`src/rtl/fetch_unit.sv`:
```
// Instruction fetch stage: PC register, IF/ID register and a start/run/halt FSM.
// Zero-cycle memory read; stall holds PC and IF/ID, redirects override stall and halt.
module fetch_unit #(
   parameter int          LAST_ADDR = 55,
   parameter logic [31:0] NOP_WORD  = 32'h0000_0000,
   parameter logic [5:0]  HALT_OPC  = 6'b111111
) (
   input  logic        reloj,
   input  logic        reset,
   input  logic        stall,
   input  logic        branch_taken,
   input  logic [5:0]  branch_target,
   input  logic        jump,
   input  logic [5:0]  jump_target,
   input  logic [31:0] inst_data,
   output logic [5:0]  inst_addr,
   output logic [31:0] instr_out,
   output logic [5:0]  pc_plus1,
   output logic        valid,
   output logic        halted,
   output logic        addr_err
);

   localparam logic [5:0] LAST = 6'(LAST_ADDR);

   typedef enum logic [1:0] {
      ARRANQUE,
      CORRIENDO,
      DETENIDO
   } state_t;

   state_t      state_q;
   logic [5:0]  pc_q;
   logic [5:0]  pc_plus1_q;
   logic [31:0] instr_q;
   logic        valid_q;
   logic        halted_q;
   logic        addr_err_q;

   logic [5:0]  pc_seq_d;
   logic [5:0]  redir_tgt_d;
   logic        redir_d;
   logic        redir_bad_d;
   logic        is_halt_d;

   // Branch outranks jump; an out-of-range target falls back to address 0.
   always_comb begin
      pc_seq_d    = (pc_q == LAST) ? 6'd0 : pc_q + 6'd1;
      redir_d     = branch_taken | jump;
      redir_tgt_d = branch_taken ? branch_target : jump_target;
      redir_bad_d = redir_d && (redir_tgt_d > LAST);
      is_halt_d   = (inst_data[31:26] == HALT_OPC);
   end

   always_ff @(posedge reloj or negedge reset) begin
      if (!reset) begin
         state_q    <= ARRANQUE;
         pc_q       <= 6'd0;
         pc_plus1_q <= 6'd0;
         instr_q    <= NOP_WORD;
         valid_q    <= 1'b0;
         halted_q   <= 1'b0;
         addr_err_q <= 1'b0;
      end else begin
         case (state_q)
            ARRANQUE: begin
               pc_q    <= 6'd0;
               instr_q <= NOP_WORD;
               valid_q <= 1'b0;
               state_q <= CORRIENDO;
            end
            CORRIENDO: begin
               if (redir_d) begin
                  pc_q    <= redir_bad_d ? 6'd0 : redir_tgt_d;
                  instr_q <= NOP_WORD;
                  valid_q <= 1'b0;
                  if (redir_bad_d) begin
                     addr_err_q <= 1'b1;
                  end
               end else if (!stall) begin
                  instr_q    <= inst_data;
                  pc_plus1_q <= pc_seq_d;
                  valid_q    <= 1'b1;
                  // A latched halt word freezes the PC on its own address.
                  if (is_halt_d) begin
                     state_q  <= DETENIDO;
                     halted_q <= 1'b1;
                  end else begin
                     pc_q <= pc_seq_d;
                  end
               end
            end
            DETENIDO: begin
               instr_q <= NOP_WORD;
               valid_q <= 1'b0;
            end
            default: begin
               state_q <= ARRANQUE;
            end
         endcase
      end
   end

   assign inst_addr = pc_q;
   assign instr_out = instr_q;
   assign pc_plus1  = pc_plus1_q;
   assign valid     = valid_q;
   assign halted    = halted_q;
   assign addr_err  = addr_err_q;

endmodule

```
`config.mk`:
```
export PLATFORM = sky130hd
export DESIGN_NAME = fetch_unit
export DESIGN_NICKNAME = d
export VERILOG_FILES = /design/src/rtl/fetch_unit.sv
export SDC_FILE = /design/constraint.sdc
export NUM_CORES = 1
export LEC_CHECK = 0
export BUFFER_PORTS_ARGS = -buffer_cell sky130_fd_sc_hd__buf_4
export CORE_MARGIN = 8
export CORE_UTILIZATION = 46
export DETAILED_ROUTE_END_ITERATION = 6
export PLACE_DENSITY = 0.89
export SYNTH_ARGS = -nofsm -noshare
export SYNTH_HDL_FRONTEND = slang
export SYNTH_SLANG_ARGS = --single-unit
export TNS_END_PERCENT = 1
```
`constraint.sdc`:
```
create_clock -name reloj -period 1.9 [get_ports reloj]
set_input_delay 0.38 -clock reloj [delete_from_list [all_inputs] [get_ports reloj]]
set_output_delay 0.38 -clock reloj [all_outputs]
set_load 0.05 [all_outputs]
```
Word level (Yosys, flattened, before mapping) --
Index checks and enable logic that the tools add are counted.
Operators by class: add/subtract/negate cells 1, multiply operators 0, divide/modulo/power cells 0, magnitude comparators 1, eq/ne operators 9, shift operators 0, multiplexer cells 17, bitwise operators 4, reductions and logical operators 11
Operator list (number):
- $mux 32 | 2
- $pmux 32 s2 | 1
- $mux 6 | 6
- $eq 6x6->1 const B | 2
- $pmux 6 s2 | 1
- $reduce_and 3->1 | 3
- $reduce_and 4->1 | 2
- $add 6x1->6 const B | 1
- $gt 6x6->1 const B | 1
- $mux 2 | 3
- $ne 2x2->1 const B | 3
- $ne 3x3->1 const B | 2
- $pmux 2 s3 | 1
- $reduce_bool 2->1 | 2
- $not 1->1 | 3
- $eq 2x1->1 const B | 1
- $eq 2x2->1 const B | 1
- $logic_not 2->1 | 1
- $mux 1 | 2
- $pmux 1 s2 | 1
- $reduce_and 2->1 | 1
- $reduce_or 2->1 | 1
- $logic_and 1x1->1 | 1
- $or 1x1->1 | 1
Storage, ports and cells: flip-flop bits (word level) 49, latch bits 0, RAM bits 0, memory bits (read-only) 0, output and inout port bits 47, memories 0

Logic depth before layout (Yosys ltp) --
depth after elaboration 6, gate-level depth with buffers 7, gate-level depth less buffers 6

Worst setup path before layout --
Ideal clock, no wire load.
path kind register to register, start point register pc_q[0] (netlist: inst_addr[0]), end point register pc_q[3] (netlist: inst_addr[3]), arrival 1828 ps, required time 1779 ps, path slack -49 ps, stages on the path, launching flop included 8, buffers on the path 1, clock period less this slack 1949 ps, cell sequence dfrtp_1 -> ha_1 -> clkbuf_1 -> and3_1 -> nor3_1 -> a21oi_1 -> o22ai_1 -> a22o_1
Between the ends: word-level cells in the longest chain between the ends 6, elaborated cells between the ends (all ways) 7, classes of those cells 1 x add/sub; 1 x eq/ne; 5 x mux
RTL lines:
- from (decl) | RTL line 33 | logic [5:0] pc_q;
- from (signal assigned) | RTL line 74 | pc_q <= redir_bad_d ? 6'd0 : redir_tgt_d;
- from (signal assigned) | RTL line 89 | pc_q <= pc_seq_d;
- $add 6x1->6 / $eq 6x6->1 (equally long branches) | RTL line 48 | pc_seq_d = (pc_q == LAST) ? 6'd0 : pc_q + 6'd1;
- $mux 6 (*) | RTL line 48
- $mux 6 (*) | RTL line 85 | if (is_halt_d) begin
- $mux 6 (*) | RTL line 80 | end else if (!stall) begin
- $mux 6 (*) | RTL line 73 | if (redir_d) begin
- $pmux 6 s2 (*) | RTL line 65 | case (state_q)
Mark *: on every way between the ends. The rest lies on a longest branch, timed or not. The select of a mux whose other input is x is not followed. A chain may end at the register's enable or synchronous reset.

Worst setup path in the final report --
Same ends and word-level chain as after synthesis.

==> summary.md <==
| Metric | Value |
|---|---|
| Status | complete, no violations |
| Least-Margin Pin Slew | 593 ps |
| Final Hold Slack | 78.2 ps |
| Area growth syn-to-layout | 38.0% |
| Tcrit/Tclk final | 0.902 |
| CP endpoint kind | flop |
| Routed WL per cell | 17.6 µm |
| Worst Path Required | 2080 ps |
| Clock Sinks | 49 |
| CTS root buf | clkbuf_8 |
| CP Cell Sequence | ha_1 > and3_1 > nor3_1 > a21oi_1 > o22ai_1 > a22o_1 |
| Layout cell share with drive strength beyond 1 | 0.426 |
| Crit Path Max Fanout | 7 |
| Std cell rows | 24 |
| Die area | 7070 µm² |
| Fraction of registers with async set or reset after synthesis | 1.00 |
| Initial DRC Count | 41 |
| LEAKAGE | 1.50 nW |
| Clk slew on worst S/H paths | 80 ps |
| Register-to-register setup slack | 190 ps |
| Largest net degree at the start of global routing | 50 |
| # IOs | 96 |
| Dpl cell area | 2850 µm² |
| RSZ-0062 raised after global routing | no |
| DR vias | 1785 |
| Post-Syn Area | 2130 µm² |
| Worst r2r src | inst_addr[0] |
| GRT overflow | 0 |
| TritonRoute pass-1 iters | 4 |
| Number of global-route vias before repair | 1838 |
| Routed Wire Length | 5700 µm |
| Pwr dens | 850 nW/µm² |
| Initial Util | 0.483 |
| Finish-stage setup viols | 0 |
| Number of library cell types mapped by synthesis | 40 |
| Placed insts | 317 |
| Vias/cell | 5.51 |
| Cts hold-fix bufs | 0 |
| Reg2Reg Depth | 6 |
| Compound-Gate Fraction of Synth Area | 0.254 |
| Worst Skew | 3.67 ps |
| Antenna cells | 0 |
| Die Ht | 84.1 µm |
| Layout fillers | 345 |
| Total GRT Usage | 0.161 |
| Dpl hpwl | 4370 µm |
| Residual DRC | 0 |
| Worst VDD drop | 0.447 mV |
| GPL Wtd Cong | 0.878 |
| Fmax | 584 MHz |
| Main area contributors after synthesis | dfrtp_1, a22o_1, buf_6 |
| CP Launch Point | inst_addr[0] |
| Count leader, synth | dfrtp_1 |
| CTS resizes | 0 |
| Worst EP arrival | 1900 ps |
| Worst min-delay path class | input port to async pin |
| First-pass GRT wire length | 9330 µm |
| Mux cell area share after synthesis | 0.0153 |
| Min Tclk post-route | 1710 ps |
| Largest family of logic cells by synthesized area | compound AO/OA/AOI/OAI gates |
| Post-synthesis xor/xnor area fraction | 0.00411 |
| CTS tree | done |
| CTS H-tree depth | 2 |
| Post-Syn Area per Cell | 11.9 µm² |
| Critical Path Source Type | flop |
| Skew-Pair Late Insertion Delay | 290 ps |
| PortBufs | 95 |
| Final Util | 0.667 |
| Fin. max-slew vios | 0 |
| Synth Area in Adders | 0.00587 |
| Initial antenna violation count | 0 |
| Crit-path slowest cell | dfrtp_2 |
| Total number of yosys warnings | 0 |
| Area leader, netlist | dfrtp_1 |
| Simple-gate portion of the synthesized area | 0.0886 |
| Finished layout cell area | 2940 µm² |
| Final count of hold timing violations | 0 |
| FF+latch count, synth | 49 |
| Critical path's largest stage delay | 420 ps |
| Register area share after synthesis | 0.575 |
| Postcts setup bufs | 0 |
| Crit Path Category | flop to flop |
| Main synth FF type | dfrtp_1 |
| Slew HR | 0.605 |
| CTS Buf Count | 5 |
| ANT nets after route | 0 |
| Die Width | 84.1 µm |
| Post-synth EDFFs | 0 |
| Synth top cells by count | dfrtp_1, a22o_1, nand2_1 |
| Fin nets | 322 |
| Max cap viols | 0 |
| Post-synthesis instance total | 179 |
| Yosys top cell area share | 0.575 |
| Clock Path Buffers | 2 |
| Final Non-Filler Cells | 324 |
| Syn Nets | 229 |
| Core area | 4410 µm² |
| Worst r2r dst | inst_addr[3] |
| Post-Route Setup TNS | 0 ps |
state kept, by name, summed over array words and instances, names as in the netlist:
| signal | count |
|---|---|
| halted | 1 |
| state_q | 2 |
| valid | 1 |
| pc_plus1 | 6 |
| inst_addr | 6 |
| addr_err | 1 |
| instr_out | 32 |
cells by family (layout without fill, tap and decap cells):
kind of cell,after synthesis,count (layout)
muxes,3,3
and+or+nand+nor,39,39
adders and majority gates,1,1
buffers and inverters,18,111
DFF,49,49
xor gates and xnor gates,1,1
AOI/OAI and AO/OA,68,68
per-layer routing:
layer / GRT usage / part of all wire
met5: 0 / 0
met3: 0.0586 / 0.075
met4: 0.0691 / 0.020
met2: 0.258 / 0.50
met1: 0.190 / 0.41
area by class of cell:
cell class | count | area (µm²) | area share
clock inverters | 1 | 7.51 | 0.00255
flip-flops and latches | 49 | 1230 | 0.418
inverters | 5 | 18.8 | 0.00638
clock buffers | 6 | 82.6 | 0.0281
repair buffers | 99 | 756 | 0.257
multi-input cells | 112 | 785 | 0.267
well taps | 52 | 65.1 | 0.0221
through the flow:
stage / setup WS (ps) / power (W)
after global routing: 85.2 / 0.00261
after global placement: 230 / 0.00191
final: 187 / 0.00250
after floorplan: 132 / 0.00164
after detailed placement: 222 / 0.00192
after CTS: 209 / 0.00253
power by group:
part	internal (W)	total (W)	switching, W
logic	0.000254	0.000705	0.000451
registers	0.00112	0.00119	0.0000722
clock network	0.000288	0.000606	0.000318
total	0.00166	0.00250	0.000841
cells in the final DEF, fill, tap and decap left out, types with 2 or more instances in the layout:
cell / n
a21oi_1: 3
a21oi_2: 4
a22o_1: 36
a22oi_1: 4
a31oi_1: 3
buf_4: 98
clkbuf_8: 6
dfrtp_1: 47
dfrtp_2: 2
inv_1: 5
mux2_2: 2
nand2_1: 14
nand3_1: 3
nor2_1: 11
nor3_1: 2
o211ai_1: 2
o21ai_0: 6
how the worst max path moves through the flow:
stage                   end  slack, ps
2_1_floorplan  inst_addr[3]        130
3_3_place_gp     state_q[1]        230
3_5_place_dp   inst_addr[3]        220
4_1_cts        inst_addr[3]        210
5_1_grt        inst_addr[3]         90
6_report       inst_addr[3]        190
worst max-delay path: cells and delay by family (launching register included):
kind | cells | cell delay (ps)
DFF | 1 | 420
AOI/OAI and AO/OA | 3 | 600
adders and majority gates | 1 | 300
and+or+nand+nor | 2 | 280
(Power assumes the default switching activity.)
